===== src/rtl/sram_cache_drain_if.sv =====
// Bus bundle between the drain engine, the cache read port and the stream sink.
// The master side is the drain engine; the slave side is the cache plus the sink.
interface sram_cache_drain_if #(
  parameter int ADDR_WIDTH = 8,
  parameter int DATA_WIDTH = 32
);
  logic [ADDR_WIDTH-1:0] r_addr;
  logic                  r_en;
  logic                  r_data_en;
  logic [DATA_WIDTH-1:0] r_data;
  logic [DATA_WIDTH-1:0] m_tdata;
  logic                  m_tvalid;
  logic                  m_tlast;
  logic                  m_tready;

  modport master (
    output r_addr, r_en, r_data_en, m_tdata, m_tvalid, m_tlast,
    input  r_data, m_tready
  );

  modport slave (
    input  r_addr, r_en, r_data_en, m_tdata, m_tvalid, m_tlast,
    output r_data, m_tready
  );
endinterface


===== src/rtl/sram_cache_drain.sv =====
// Read-side drain engine for the shared DMA cache. Reads a run of words from
// a base address (wrapping at the top of the cache), hides the fixed SRAM read
// latency with a tag pipeline, and buffers the words in a small FIFO that feeds
// a valid/ready stream with full backpressure. Reads are only issued when the
// FIFO is guaranteed to have room for them once they land.
module sram_cache_drain #(
  parameter int ADDR_WIDTH = 8,
  parameter int DATA_WIDTH = 32,
  parameter int RD_LATENCY = 2,
  parameter int FIFO_DEPTH = 4
) (
  input  logic                  clk,
  input  logic                  rst,
  input  logic                  start,
  input  logic [ADDR_WIDTH-1:0] base_addr,
  input  logic [ADDR_WIDTH:0]   length,
  input  logic                  abort,
  output logic                  busy,
  output logic                  done,
  sram_cache_drain_if.master    bus
);

  localparam int PW = (FIFO_DEPTH > 1) ? $clog2(FIFO_DEPTH) : 1;
  localparam int CW = $clog2(FIFO_DEPTH + 1) + 1;
  localparam logic [CW-1:0]       DEPTH_C  = CW'(FIFO_DEPTH);
  localparam logic [PW-1:0]       LAST_PTR = PW'(FIFO_DEPTH - 1);
  localparam logic [ADDR_WIDTH:0] CNT_ONE  = (ADDR_WIDTH + 1)'(1);

  typedef enum logic [1:0] {IDLE, ISSUE, DRAIN} state_t;

  state_t                  state, state_nxt;
  logic [ADDR_WIDTH-1:0]   addr_ctr;
  logic [ADDR_WIDTH:0]     issue_ctr;
  logic [ADDR_WIDTH:0]     out_ctr;
  logic [RD_LATENCY-1:0]   pipe;
  logic [CW-1:0]           inflight;
  logic [CW-1:0]           fifo_count;
  logic [PW-1:0]           rd_ptr;
  logic [PW-1:0]           wr_ptr;
  logic [DATA_WIDTH-1:0]   fifo_mem [FIFO_DEPTH];
  logic                    done_r;

  logic                    credit_ok;
  logic                    issue;
  logic                    push;
  logic                    pop;
  logic                    fifo_valid;

  // Words in flight plus words buffered must leave room for one more read.
  assign credit_ok  = (inflight + fifo_count) < DEPTH_C;
  assign issue      = (state == ISSUE) && (issue_ctr != '0) && credit_ok;
  assign push       = pipe[RD_LATENCY-1];
  assign fifo_valid = (fifo_count != '0);
  assign pop        = fifo_valid && bus.m_tready;

  function automatic logic [PW-1:0] ptr_next(input logic [PW-1:0] p);
    return (p == LAST_PTR) ? '0 : p + PW'(1);
  endfunction

  // State register.
  always_ff @(posedge clk or posedge rst) begin
    if (rst) state <= IDLE;
    else     state <= state_nxt;
  end

  // Next-state logic; abort outranks everything once a transfer is running.
  always_comb begin
    state_nxt = state;
    unique case (state)
      IDLE:    if (start && (length != '0)) state_nxt = ISSUE;
      ISSUE:   if (abort) state_nxt = IDLE;
               else if (issue && (issue_ctr == CNT_ONE)) state_nxt = DRAIN;
      DRAIN:   if (abort) state_nxt = IDLE;
               else if (pop && bus.m_tlast) state_nxt = IDLE;
      default: state_nxt = IDLE;
    endcase
  end

  // Output decode; stream data is forced to zero whenever the FIFO is empty.
  always_comb begin
    busy          = (state != IDLE);
    done          = done_r;
    bus.r_en      = issue;
    bus.r_addr    = addr_ctr;
    bus.r_data_en = 1'b1;
    bus.m_tvalid  = fifo_valid;
    bus.m_tdata   = fifo_valid ? fifo_mem[rd_ptr] : '0;
    bus.m_tlast   = fifo_valid && (out_ctr == CNT_ONE);
  end

  // Counters, read-tag pipeline, FIFO bookkeeping and the done pulse.
  always_ff @(posedge clk or posedge rst) begin
    if (rst) begin
      addr_ctr   <= '0;
      issue_ctr  <= '0;
      out_ctr    <= '0;
      pipe       <= '0;
      inflight   <= '0;
      fifo_count <= '0;
      rd_ptr     <= '0;
      wr_ptr     <= '0;
      done_r     <= 1'b0;
    end else begin
      done_r <= 1'b0;
      if (state == IDLE) begin
        if (start) begin
          if (length == '0) begin
            done_r <= 1'b1;
          end else begin
            addr_ctr  <= base_addr;
            issue_ctr <= length;
            out_ctr   <= length;
          end
        end
      end else if (abort) begin
        pipe       <= '0;
        inflight   <= '0;
        fifo_count <= '0;
        rd_ptr     <= '0;
        wr_ptr     <= '0;
        issue_ctr  <= '0;
        done_r     <= 1'b1;
      end else begin
        pipe[0] <= issue;
        for (int i = 1; i < RD_LATENCY; i++) pipe[i] <= pipe[i-1];
        if (issue) begin
          addr_ctr  <= addr_ctr + ADDR_WIDTH'(1);
          issue_ctr <= issue_ctr - CNT_ONE;
        end
        if (push) wr_ptr <= ptr_next(wr_ptr);
        if (pop) begin
          rd_ptr  <= ptr_next(rd_ptr);
          out_ctr <= out_ctr - CNT_ONE;
        end
        unique case ({issue, push})
          2'b10:   inflight <= inflight + CW'(1);
          2'b01:   inflight <= inflight - CW'(1);
          default: inflight <= inflight;
        endcase
        unique case ({push, pop})
          2'b10:   fifo_count <= fifo_count + CW'(1);
          2'b01:   fifo_count <= fifo_count - CW'(1);
          default: fifo_count <= fifo_count;
        endcase
        if (pop && bus.m_tlast) done_r <= 1'b1;
      end
    end
  end

  // FIFO storage; stale entries are harmless because the count gates visibility.
  always_ff @(posedge clk) begin
    if (push) fifo_mem[wr_ptr] <= bus.r_data;
  end

endmodule


===== src/flat_wrapper.sv =====
// flat-port wrapper written by rule: the top's interface ports become plain ports
module sram_cache_drain_flat 
#(
  parameter int ADDR_WIDTH = 8,
  parameter int DATA_WIDTH = 32,
  parameter int RD_LATENCY = 2,
  parameter int FIFO_DEPTH = 4
)
  (clk, rst, start, base_addr, length, abort, busy, done, bus_r_addr, bus_r_en, bus_r_data_en, bus_m_tdata, bus_m_tvalid, bus_m_tlast, bus_r_data, bus_m_tready);
  sram_cache_drain_if #(.ADDR_WIDTH(ADDR_WIDTH), .DATA_WIDTH(DATA_WIDTH)) bus_i ();
  input  logic clk;
  input  logic rst;
  input  logic start;
  input  logic [ADDR_WIDTH-1:0] base_addr;
  input  logic [ADDR_WIDTH:0] length;
  input  logic abort;
  output logic busy;
  output logic done;
  output wire logic [$bits(bus_i.r_addr)-1:0] bus_r_addr;
  output wire logic [$bits(bus_i.r_en)-1:0] bus_r_en;
  output wire logic [$bits(bus_i.r_data_en)-1:0] bus_r_data_en;
  output wire logic [$bits(bus_i.m_tdata)-1:0] bus_m_tdata;
  output wire logic [$bits(bus_i.m_tvalid)-1:0] bus_m_tvalid;
  output wire logic [$bits(bus_i.m_tlast)-1:0] bus_m_tlast;
  input wire logic [$bits(bus_i.r_data)-1:0] bus_r_data;
  input wire logic [$bits(bus_i.m_tready)-1:0] bus_m_tready;
  assign bus_r_addr = bus_i.r_addr;
  assign bus_r_en = bus_i.r_en;
  assign bus_r_data_en = bus_i.r_data_en;
  assign bus_m_tdata = bus_i.m_tdata;
  assign bus_m_tvalid = bus_i.m_tvalid;
  assign bus_m_tlast = bus_i.m_tlast;
  assign bus_i.r_data = bus_r_data;
  assign bus_i.m_tready = bus_m_tready;
  sram_cache_drain #(.ADDR_WIDTH(ADDR_WIDTH), .DATA_WIDTH(DATA_WIDTH), .RD_LATENCY(RD_LATENCY), .FIFO_DEPTH(FIFO_DEPTH)) u_core (.clk(clk), .rst(rst), .start(start), .base_addr(base_addr), .length(length), .abort(abort), .busy(busy), .done(done), .bus(bus_i));
endmodule

===== config.mk =====
export PLATFORM = sky130hd
export DESIGN_NAME = sram_cache_drain_flat
export DESIGN_NICKNAME = d
export VERILOG_FILES = /design/src/rtl/sram_cache_drain_if.sv /design/src/rtl/sram_cache_drain.sv /design/src/flat_wrapper.sv
export SDC_FILE = /design/constraint.sdc
export NUM_CORES = 1
export LEC_CHECK = 0
export BUFFER_PORTS_ARGS = -buffer_cell sky130_fd_sc_hd__buf_2
export CAP_MARGIN = 20
export CORE_ASPECT_RATIO = 0.7
export CORE_UTILIZATION = 58
export CTS_CLUSTER_DIAMETER = 100
export DETAILED_ROUTE_END_ITERATION = 6
export GPL_ROUTABILITY_DRIVEN = 1
export GPL_TIMING_DRIVEN = 0
export HOLD_SLACK_MARGIN = 0.12
export PLACE_DENSITY_LB_ADDON = 0.2
export RECOVER_POWER = 50
export SYNTH_ARGS = -nofsm -noshare
export SYNTH_HDL_FRONTEND = slang
export SYNTH_SLANG_ARGS = --single-unit

===== constraint.sdc =====
create_clock -name clk -period 4.85 [get_ports clk]
set_input_delay 0.2425 -clock clk [delete_from_list [all_inputs] [get_ports clk]]
set_output_delay 0.2425 -clock clk [all_outputs]
set_load 0.05 [all_outputs]

## Word-level counts from Yosys, hierarchy flattened

Memories as Yosys holds them, arrays and structs flattened.
Index checks and enable logic that the tools add are counted.
Widths: inputs -> output; s select.

- Register bits after elaboration: 43
- RAM bits: 128
- Bits of input ports: 54
- Output and inout port bits: 46
- Logic and storage cells: 105
- Memories kept: 1

Memory list:

| memory | words | bits a word | rd ports | clocked after memory_dff | wr ports | RTL line | source |
|---|---|---|---|---|---|---|---|
| u_core.fifo_mem | 4 | 32 | 1 | 0 | 1 | sram_cache_drain.sv:40 | `logic [DATA_WIDTH-1:0] fifo_mem [FIFO_DEPTH];` |

- Add/subtract/negate cells: 10
- Order comparisons: 1
- Equality and inequality tests: 16
- Multiplexer cells: 38
- Bitwise operators: 1
- Reduce and logical (&&, ||, !) cells: 28

Operator list:

| cell | number |
|---|---|
| $mux 9 | 8 |
| $mux 8 | 5 |
| $mux 32 | 1 |
| $mux 2 | 12 |
| $eq 9x1->1 const B | 2 |
| $reduce_bool 9->1 | 2 |
| $sub 9x1->9 const B | 2 |
| $pmux 4 s2 | 2 |
| $eq 2x2->1 const B | 5 |
| $reduce_bool 2->1 | 5 |
| $logic_not 9->1 | 1 |
| $reduce_bool 3->1 | 3 |
| $add 4x1->4 const B | 2 |
| $add 8x1->8 const B | 1 |
| $mux 4 | 2 |
| $reduce_and 2->1 | 4 |
| $reduce_and 4->1 | 2 |
| $sub 4x1->4 const B | 2 |
| $logic_and 1x1->1 | 7 |
| $mux 1 | 7 |
| $eq 2x1->1 const B | 3 |
| $pmux 2 s3 | 1 |
| $reduce_and 3->1 | 2 |
| $add 2x1->2 const B | 2 |
| other kinds (9) | 11 |

## Depth between registers and ports, before layout

Gate-level depths: netlist (run 1).

- Word-level depth: 7
- Depth in mapped cells: 13

## Worst setup path after synthesis (run 1)

No wires, ideal clock.

- Kind: register to register
- From: register u_core.fifo_count[2]
- To: register u_core.inflight[3]
- Arrival: 3.287 ns
- Data required time: 4.724 ns
- Setup slack: 1.437 ns
- Cell stages (with the launch flop): 13
- Period minus slack after synthesis: 3.413 ns
- Cell sequence: dfrtp_1 -> ha_1 -> a311o_1 -> a311o_1 -> or4_4 -> buf_6 -> and2_2 -> ha_1 -> o21ai_0 -> and3b_1 -> mux2i_1 -> nor4_1 -> a221o_1

- Cells in the longest elaborated chain, start to end: 6

RTL lines:

| what | RTL line | source |
|---|---|---|
| start, declared | sram_cache_drain.sv:37 | `logic [CW-1:0] fifo_count;` |
| start signal, assigned | sram_cache_drain.sv:141 | `2'b10: fifo_count <= fifo_count + CW'(1);` |
| start signal, assigned | sram_cache_drain.sv:142 | `2'b01: fifo_count <= fifo_count - CW'(1);` |
| start signal, assigned | sram_cache_drain.sv:143 | `default: fifo_count <= fifo_count;` |
| $add 4x4->4 * | sram_cache_drain.sv:50 | `assign credit_ok = (inflight + fifo_count) < DEPTH_C;` |
| $lt 4x3->1 * | sram_cache_drain.sv:50 |  |
| $logic_and 1x1->1 * | sram_cache_drain.sv:51 | `assign issue = (state == ISSUE) && (issue_ctr != '0) && credit_ok;` |
| $eq 2x1->1 or $eq 2x2->1 (tied branches) | sram_cache_drain.sv:135 | `unique case ({issue, push})` |
| $pmux 4 s2 or $reduce_bool 3->1 (tied branches) | n/a |  |
| $mux 4 or $reduce_and 2->1 (tied branches) | n/a |  |
| end signal, assigned | sram_cache_drain.sv:136 | `2'b10: inflight <= inflight + CW'(1);` |
| end signal, assigned | sram_cache_drain.sv:137 | `2'b01: inflight <= inflight - CW'(1);` |
| end signal, assigned | sram_cache_drain.sv:138 | `default: inflight <= inflight;` |
| end, declared | sram_cache_drain.sv:36 | `logic [CW-1:0] inflight;` |

Mark *: on every way between the ends. The rest lies on a longest branch, timed or not.
A chain may end at the register's enable or synchronous reset.

## Final worst setup path (run 1)

Ends and elaborated chain as after synthesis.

==> impl_metrics.csv, run 1 <==
group,metric,value,unit
critical_path,path_cells,"ha_1 -> a311o_1 -> a311o_1 -> or4_4 -> buf_6 -> and2_2 -> ha_1 -> o21ai_0 -> and3b_1 -> mux2i_1 -> nor4_1 -> a221o_1",
routing,drtIter0Drc,484,
power_and_ir_drop,sw_frac_of_total,43.9,%
die,core,12600,um^2
routing,routed-via-count,5232,
flow_run,cap_violations,2,
clock_network,clk-insertion-delay-late,0.43,ns
power_and_ir_drop,p_leak,3.41,nW
final_layout,final_nets,766,
timing,slew_violations,70,
grt,grt_first_pass_wirelength,27.0,mm
timing,worstMarginPinSlew,2.43,ns
min_path,hp-class,"input port to flop",
clock_network,cts_sinks,171,
timing,fmax,267,MHz
timing,tns,0,ns
logic_synthesis,yosys.area.top_type,"edfxtp_1",
logic_synthesis,synth_edf_count,128,
die,num_rows,34,
final_layout,fillers,824,
logic_synthesis,synthSimpleGateAreaFrac,9.89,%
critical_path,path_depth,12,
grt,first_global_vias,5187,
power_and_ir_drop,pwr-share-clk,21.0,%
logic_synthesis,ys.warnings.count,0,
critical_path,max_stage_delay,0.52,ns
logic_synthesis,synthTopCellsByCount,"128 x edfxtp_1, 46 x o21ai_0, 43 x dfrtp_1, 40 x nor2_1, 38 x and2_1",
logic_synthesis,synth_seq_cells,171,
logic_synthesis,synth_nets,610,
die,initial_core_util,60.4,%
power_and_ir_drop,seq_power_share,33.0,%
critical_path,worstPathArrival,4.04,ns
final_layout,n_antenna_cell,0,
final_layout,layout-drive-gt1-share,18.5,%
outcome,status,"finished with violations",
die,die_y,98.0,um
critical_path,crit_slowest_cell,"or4_4",
timing,period_share,77.1,%
logic_synthesis,ys_seq_area_share,64.5,%
min_path,holdPathStages,3,
logic_synthesis,synthCells,538,
placed_design,place.gp.congestion,0.914,
clock_network,cts_buffers,17,
critical_path,cp_num_buf_inv,1,
logic_synthesis,synthAdderAreaFrac,3.05,%
logic_synthesis,synthXorXnorAreaFrac,1.05,%
logic_synthesis,ys.flop_type,"edfxtp_1",
power_and_ir_drop,power_frac_comb,45.9,%
die,io_pins,100,
power_and_ir_drop,ir_drop,360,uV
clock_network,path_clk_slew,0.06,ns
clock_network,htree_num_levels,4,
logic_synthesis,synth.avg_cell_area,14.2,um^2
placed_design,hpwl,11.0,mm
clock_network,clk_path_buf_depth,2,
critical_path,critical_path.top_delay_family,"compound AO/OA/AOI/OAI gates",
grt,antenna_found_initial,0,
logic_synthesis,syn_area,7630,um^2
logic_synthesis,synth_compound_area_share,8.76,%
logic_synthesis,synth.most_common_cell,"edfxtp_1",
logic_synthesis,yosysUniqueCellTypes,54,
routing,drt_pre_antenna_iters,7,
logic_synthesis,yosysTopAreaCellShare,50.4,%
timing,setup_viol,0,
timing,finClkSkew,0.0157,ns
power_and_ir_drop,power_density,659,nW/um^2
routing,avgRoutedWirePerCell,19.6,um
timing,hold_viol_final,0,
routing,drc,3,
critical_path,critPathMaxFanout,7,
clock_network,cts_root_buf,"clkbuf_16",
grt,grt_use_total,26.6,%
die,die_x,139,um
timing,rsz0062_at_grt,"no",
routing,viasPerCell,6.02,
clock_network,post_cts_resized,0,
logic_synthesis,synthTopCellsByArea,"edfxtp_1 50%, dfrtp_1 14%, mux4_2 9.4%",
critical_path,reg2regPathDepth,12,
timing,relSlewSlack,-62.0,%
clock_network,cts_tree,"built",
die,dieArea,13600,um^2
power_and_ir_drop,switchingPower,2.66,mW
placed_design,io_buffers,98,
logic_synthesis,synth_mux_area_share,10.4,%
grt,grt_max_degree,37,
timing,hold_ws,0.126,ns
logic_synthesis,synth_top_family_by_area,"multiplexers",
logic_synthesis,async_flop_share,25.1,%
power_and_ir_drop,p_int,3.40,mW
critical_path,critPathRequiredTime,5.15,ns
outcome,failed_checks,"design-rule violations, max-capacitance violations, max-slew violations",
routing,routed_wl,17.0,mm
critical_path,crit_type,"flop to flop",
routing,detail-route-antenna-nets,0,
timing,period_minus_slack,3.74,ns
power_and_ir_drop,power,6.07,mW
critical_path,endpoint_kind,"flop",
grt,overflow,0,
critical_path,cp-start-kind,"flop",
final_layout,area_growth,20.7,%
## path summary, 6_finish.rpt
path                                           start                    to  slack, ns
min in group asynchronous                        rst  u_core.bus.r_addr[1]       0.30
worst max-delay path            u_core.fifo_count[2]    u_core.inflight[3]       1.11
worst min register to register     u_core.out_ctr[3]     u_core.out_ctr[3]       0.52
max in group asynchronous                        rst      u_core.wr_ptr[1]       2.36
worst max register to register  u_core.fifo_count[2]    u_core.inflight[3]       1.11
worst min-delay path                    base_addr[1]  u_core.bus.r_addr[1]       0.13
## metal layers
layer | share of wire (%) | vias to the layer above | GRT usage (%)
li1 | - | 2369 | -
met1 | 44 | 2589 | 37.8
met2 | 47 | 250 | 41.2
met3 | 7.9 | 24 | 6.33
met4 | 1.4 | 0 | 8.63
met5 | 0 | - | 0
## area by class of cell
cell class	instances	area, um^2	area share (%)
clock buffers	19	433	4.70
flip-flops and latches	171	4920	53.4
plain buffers	28	125	1.36
repair buffers	137	823	8.94
well taps	162	203	2.20
multi-input cells	325	2530	27.5
clock inverters	13	120	1.30
inverters	14	52.6	0.570
## flip-flops by register name, indices dropped and copies added, names as in the netlist
name and count:
u_core.fifo_mem 128, u_core.state 2, u_core.wr_ptr 2, u_core.bus.r_addr 8, u_core.inflight 4, u_core.pipe 2, u_core.issue_ctr 9, u_core.fifo_count 4
u_core.done 1, u_core.rd_ptr 2, u_core.out_ctr 9
## cell families (layout without fill, tap and decap cells)
group	count (synthesis)	in the layout
other cells	1	1
flops	171	171
fa+ha+maj	18	18
mux	39	39
xor+xnor	7	7
buf+inv	42	211
simple gates	147	147
compound gates	113	113
## worst register-to-register path, stage by stage, from the launching register on
cell and delay (ns):
dfrtp_1 0.43, ha_1 0.36, a311o_1 0.34, a311o_1 0.37, or4_4 0.52, buf_6 0.16
and2_2 0.21, ha_1 0.36, o21ai_0 0.10, and3b_1 0.17, mux2i_1 0.25, nor4_1 0.08
a221o_1 0.28
## per-stage QoR
stage / worst slack, ns / utilization [%] / instances / cell area (um^2)
finish: 1.11 / 72.9 / 869 / 9210
global route: 0.976 / 72.9 / 869 / 9210
CTS: 1.12 / 73.5 / 869 / 9280
detailed placement: 1.14 / 66.1 / 799 / 8350
global placement: 1.23 / 65.9 / 798 / 8320
floorplan: 1.44 / - / 538 / 7630
## power by group through the flow
stage / Clock (mW) / Combinational [mW] / Sequential (mW)
after floorplan: 0 / 2.01 / 2.09
after global placement: 0 / 2.69 / 2.00
after detailed placement: 0 / 2.76 / 2.02
after CTS: 1.29 / 2.80 / 2.00
after global routing: 1.35 / 2.98 / 2.03
final: 1.28 / 2.78 / 2.00
## placed cells by master, fill, tap and decap left out, types with 5 or more instances in the layout
cell type,count
dlygate4sd3_1,38
nor3_1,9
nor4_1,6
mux4_2,32
dfrtp_1,43
clkbuf_1,65
ha_1,17
nand2_1,23
mux2i_1,6
a21oi_1,33
buf_2,58
edfxtp_1,128
o21ai_0,46
a31oi_1,5
nor2_1,40
a22oi_1,5
inv_1,13
nand3_1,11
clkbuf_16,17
and2_1,31
## what timing repair did
| item | 4_1_cts | 5_1_grt |
|---|---|---|
| endpoints found under the hold margin | 177 | 0 |
| hold buffers | 38 | 0 |
| setup buffers | 0 | 0 |
No activity file was read; power rests on OpenSTA's default activity.
==> inputs of run 2 (changes only) <==
- CORE_UTILIZATION: 58 -> 52
- clock period: 4.85 -> 3.2 ns (I/O delays scaled with it)
==> run 2 against run 1 <==
  * The run now ends clean
  * Wire length down 0.82%
  * Cell count increased by 5.3%
  * Clock-buffer cell count down 1
  * Combinational power rose by 56%
  * Design area up 3.0%
  * Clock power up 50%
  * Sequential cell count stayed put
  * First-iteration DRC count up 7.6%
  * Via count decreased by 0.69%
  * Global-route usage is 3.2 points lower
  * Largest power group unchanged
==> impl_metrics.csv, run 2 (synthesis gave the netlist of run 1 again) <==
group,metric,value,unit
outcome,status,"finished, final reports clean",
grt,first_global_vias,5058,
final_layout,n_antenna_cell,0,
critical_path,r2r-end,"u_core.inflight[3]",
clock_network,clk-insertion-delay-late,0.43,ns
placed_design,dp_slack,-0.297,ns
critical_path,startpoint,"u_core.inflight[2]",
critical_path,endpoint_kind,"flop",
routing,drt_pre_antenna_iters,5,
critical_path,path_depth,11,
routing,routed_wl,16.9,mm
final_layout,top_regs,"u_core.fifo_mem: 128 flops, u_core.issue_ctr: 9 flops, u_core.out_ctr: 9 flops",
placed_design,dpl-instance-area,8410,um^2
final_layout,fin_cells,915,
routing,drtIter0Drc,521,
timing,setup_slack,0.0793,ns
die,die_x,147,um
grt,overflow,0,
timing,hold_ws,0.133,ns
critical_path,worstPathArrival,3.43,ns
die,core,14100,um^2
critical_path,worstSetupEndpoint,"u_core.inflight[3]",
die,die_y,103,um
final_layout,utilization,67.3,%
clock_network,htree_num_levels,4,
clock_network,cts_root_buf,"clkbuf_16",
routing,detail-route-antenna-nets,0,
critical_path,reg2reg_slack,0.08,ns
final_layout,mostFrequentLayoutCells,"128 x edfxtp_1, 64 x clkbuf_1, 57 x buf_2",
critical_path,critPathMaxFanout,3,
timing,tns,0,ns
timing,period_minus_slack,3.12,ns
timing,relSlewSlack,39.8,%
routing,routed-via-count,5196,
power_and_ir_drop,p_leak,3.49,nW
final_layout,layout-drive-gt1-share,21.4,%
critical_path,critical_path.top_delay_family,"compound AO/OA/AOI/OAI gates",
critical_path,reg2regPathDepth,11,
routing,drc,0,
placed_design,dp.cells,827,
timing,fmax,320,MHz
placed_design,place.gp.congestion,0.870,
power_and_ir_drop,power,9.28,mW
final_layout,fillers,992,
die,io_pins,100,
power_and_ir_drop,ir_drop,645,uV
die,initial_core_util,54.1,%
final_layout,top_register,"u_core.fifo_mem",
timing,setup_viol,0,
critical_path,crit_slowest_cell,"or4_4",
critical_path,crit_type,"flop to flop",
clock_network,cts_sinks,171,
critical_path,max_stage_delay,0.44,ns
grt,antenna_found_initial,0,
flow_run,cap_violations,0,
critical_path,r2r-start,"u_core.inflight[2]",
final_layout,final_nets,784,
final_layout,fin_area,9490,um^2
routing,avgRoutedWirePerCell,18.4,um
critical_path,cp_num_buf_inv,0,
timing,worstMarginPinSlew,0.903,ns
placed_design,hpwl,10.8,mm
timing,period_share,97.5,%
final_layout,largest_reg_flops,128,
grt,grt_use_met2,37.0,%
grt,grt_use_total,23.4,%
clock_network,clk_path_buf_depth,2,
timing,finClkSkew,0.0112,ns
clock_network,cts_tree,"built",
grt,grt-busiest-layer,"met2",
timing,hold_viol_final,0,
grt,met1_usage,32.5,%
critical_path,path_cells,"ha_4 -> a311o_1 -> a311o_1 -> or4_4 -> and2_4 -> ha_4 -> o21ai_1 -> and3b_1 -> mux2i_2 -> nor4_1 -> a221o_1",
grt,grt_first_pass_wirelength,26.1,mm
die,num_rows,36,
grt,grt.met3_usage,4.91,%
grt,grt_max_degree,42,
die,dieArea,15200,um^2
final_layout,area_growth,24.4,%
final_layout,mostFrequentLayoutCell,"edfxtp_1",
timing,slew_violations,0,
critical_path,critPathRequiredTime,3.51,ns
clock_network,cts_buffers,17,
routing,viasPerCell,5.68,
timing,rsz0062_at_grt,"no",
placed_design,io_buffers,98,
min_path,hp-class,"input port to flop",
clock_network,path_clk_slew,0.06,ns
power_and_ir_drop,power_density,978,nW/um^2
critical_path,cp-start-kind,"flop",
run 2: changes by cell type in the layout (fill, tap and decap cells not counted), moves of 2 or more:
cell	before	now
clkbuf_2	0	3
buf_4	1	9
clkinv_4	4	2
ha_4	0	3
dfrtp_2	0	4
dlygate4sd3_1	38	49
dfrtp_1	43	39
buf_1	3	0
ha_1	17	13
inv_6	1	3
run 2: timing repair:
action / in CTS / in global routing
setup endpoints to repair: 2 / 32
pin swaps: 7 / 3
gates resized for setup: 7 / 10
setup buffers: 9 / 0
hold endpoints to repair: 193 / 0
hold buffers: 49 / 0
run 2: final cells by class:
cell class	instances	area [um^2]	area share, %
Buffer	26	114	1.20
Clock buffer	18	429	4.52
Multi-Input combinational cell	325	2600	27.4
Sequential cell	171	4920	51.9
Timing Repair Buffer	157	1010	10.7
Tap cell	190	238	2.51
Inverter	14	52.6	0.554
Clock inverter	14	121	1.28
run 2: how the worst min path moves through the flow:
stage / start / end / slack, ns / cells after the start
2_1_floorplan: bus_r_data[0] / u_core.fifo_mem[0][0] / 0.26 / 0
3_3_place_gp: bus_r_data[8] / u_core.fifo_mem[0][8] / 0.37 / 1
3_5_place_dp: rst / u_core.bus.r_addr[1] / 0.03 / 2
4_1_cts: length[7] / u_core.out_ctr[7] / 0.12 / 3
5_1_grt: abort / u_core.inflight[3] / 0.14 / 3
6_report: length[7] / u_core.out_ctr[7] / 0.13 / 3
run 2: worst min-delay path, stage by stage:
cell	delay [ns]
buf_2	0.12
a21oi_1	0.08
o21ai_0	0.15
run 2: report_power, final:
part,switching (mW),total (mW),internal (mW)
sequential,0.279,3.03,2.76
clock,0.848,1.92,1.07
combinational,2.91,4.33,1.41
total,4.04,9.28,5.24
run 2: routing by layer:
metal  up-vias  routed length (um)
met5         -                   0
met4         0                 221
met3        22                 944
met2       190                8070
met1      2581                7610
li1       2403                   -
==> inputs of run 3 (changes only) <==
- PLACE_DENSITY_LB_ADDON: 0.2 -> 0.25
==> run 3 against run 2 <==
  * The flow now finishes with violations (max-capacitance violations, max-slew violations)
  * Sequential share of layout area fell by 0.15 points
  * Clock-buffer cell count fell by 1
  * Via count fell by 0.25%
  * Cell count rose by 0.11%
  * Non-clock buffer count rose by 1
  * Global-route usage rose by 0.10 points
  * Worst hold slack got worse by 0.017 ns
  * Clock skew fell by 0.0033 ns
  * Clock power rose by 7%
  * Largest cell class unchanged
  * Highest routed layer unchanged
==> impl_metrics.csv, run 3 (synthesis gave the netlist of run 1 again) <==
group,metric,value,unit
clock_network,cts_sinks,171,
die,die_y,103,um
placed_design,place.gp.congestion,0.884,
die,dieArea,15200,um^2
outcome,status,"finished with violations",
clock_network,cts_buffers,17,
critical_path,reg2regPathDepth,11,
clock_network,htree_num_levels,4,
final_layout,fin_area,9520,um^2
placed_design,io_buffers,98,
routing,detail-route-antenna-nets,0,
clock_network,cts_root_buf,"clkbuf_16",
timing,hold_viol_final,0,
routing,drtIter0Drc,435,
flow_run,cap_violations,1,
grt,antenna_found_initial,0,
clock_network,cts_tree,"built",
clock_network,path_clk_slew,0.06,ns
final_layout,multi_input_area,2590,um^2
power_and_ir_drop,power,9.40,mW
timing,period_share,97.5,%
timing,setup_viol,0,
timing,tns,0,ns
final_layout,top_register,"u_core.fifo_mem",
critical_path,cp-start-kind,"flop",
grt,overflow,0,
timing,worstMarginPinSlew,2.31,ns
power_and_ir_drop,power_density,988,nW/um^2
critical_path,r2r-end,"u_core.inflight[3]",
critical_path,endpoint_kind,"flop",
final_layout,register_area,4920,um^2
die,num_rows,36,
final_layout,final_nets,785,
timing,rsz0062_at_grt,"no",
final_layout,layout-drive-gt1-share,20.9,%
final_layout,mostFrequentLayoutCells,"128 x edfxtp_1, 64 x clkbuf_1, 56 x buf_2",
grt,first_global_vias,5040,
final_layout,n_antenna_cell,0,
grt,grt_max_degree,43,
routing,routed_wl,17.1,mm
timing,slew_violations,43,
clock_network,clk_path_buf_depth,2,
routing,drt_pre_antenna_iters,5,
clock_network,clk-insertion-delay-late,0.43,ns
timing,relSlewSlack,-54.1,%
routing,routed-via-count,5183,
critical_path,reg2reg_slack,0.08,ns
grt,grt_first_pass_wirelength,26.4,mm
placed_design,dpl-instance-area,8410,um^2
routing,avgRoutedWirePerCell,18.6,um
timing,period_minus_slack,3.12,ns
final_layout,area_growth,24.7,%
timing,finClkSkew,0.00789,ns
critical_path,crit_type,"flop to flop",
timing,fmax,320,MHz
die,die_x,147,um
routing,viasPerCell,5.66,
critical_path,worstPathArrival,3.43,ns
routing,drc,0,
min_path,hp-class,"input port to async pin",
power_and_ir_drop,ir_drop,785,uV
power_and_ir_drop,p_leak,3.52,nW
final_layout,largest_reg_flops,128,
grt,grt_use_total,23.5,%
die,initial_core_util,54.1,%
die,io_pins,100,
critical_path,critPathRequiredTime,3.51,ns
outcome,failed_checks,"max-capacitance violations, max-slew violations",
die,core,14100,um^2
final_layout,top_regs,"u_core.fifo_mem: 128 flops, u_core.issue_ctr: 9 flops, u_core.out_ctr: 9 flops",
critical_path,critPathMaxFanout,4,
final_layout,fillers,969,
placed_design,hpwl,10.7,mm
final_layout,mostFrequentLayoutCell,"edfxtp_1",
final_layout,utilization,67.5,%
critical_path,r2r-start,"u_core.inflight[2]",
==> run 3: repair_timing <==
action / 4_1_cts / 5_1_grt
setup buffers: 8 / 0
endpoints found under the hold margin: 196 / 0
hold buffers: 51 / 0
setup endpoints to repair: 2 / 31
gates resized for setup: 6 / 8
pin swaps: 7 / 2
==> run 3: final cells by class <==
| cell class | count | area share, % |
|---|---|---|
| Sequential cell | 171 | 51.7 |
| Buffer | 26 | 1.20 |
| Timing Repair Buffer | 158 | 10.6 |
| Clock inverter | 15 | 1.72 |
| Tap cell | 190 | 2.50 |
| Multi-Input combinational cell | 325 | 27.2 |
| Inverter | 14 | 0.552 |
| Clock buffer | 17 | 4.47 |
==> run 3: worst max-delay path, stage by stage, from the launching register on <==
cell and delay, ns:
dfrtp_2 0.43, ha_4 0.25, a311o_1 0.31, a311o_1 0.32, or4_4 0.44, and2_4 0.19
ha_4 0.28, o21ai_1 0.06, and3b_1 0.18, mux2i_2 0.21, nor4_1 0.07, a221o_1 0.27
==> run 3: per-layer routing <==
layer / vias to the layer above / part of all wire [%] / GRT usage [%] / routed length [um]
met2: 187 / 47 / 36.2 / 8100
met3: 22 / 6.2 / 6.62 / 1050
met4: 0 / 1.4 / 7.53 / 231
li1: 2398 / - / - / -
met1: 2576 / 45 / 32.9 / 7700
met5: - / 0 / 0 / 0
==> run 3: report_power, final <==
group	switching, mW	internal [mW]	leakage [nW]	total [mW]
Combinational	2.90	1.41	1.54	4.32
Clock	0.898	1.16	0.289	2.06
Sequential	0.272	2.75	1.69	3.03
==> run 3: worst max-delay path by stage <==
stage                                   from                 end  cells past startpoint
after detailed placement  u_core.inflight[1]  u_core.inflight[3]                     12
after global routing      u_core.inflight[2]  u_core.inflight[3]                     11
after CTS                 u_core.inflight[2]  u_core.inflight[3]                     11
after global placement    u_core.inflight[1]  u_core.inflight[3]                     12
after floorplan           u_core.inflight[1]  u_core.inflight[3]                     12
final                     u_core.inflight[2]  u_core.inflight[3]                     11
==> run 3: metrics by stage <==
step	setup WS, ns	hold slack (ns)	std cells
final	0.0795	0.115	916
after global routing	0.00139	0.135	916
after CTS	-0.0405	0.122	917
after detailed placement	-0.236	0.0214	827
after global placement	-0.200	0.369	826
after floorplan	-0.00698	0.259	538
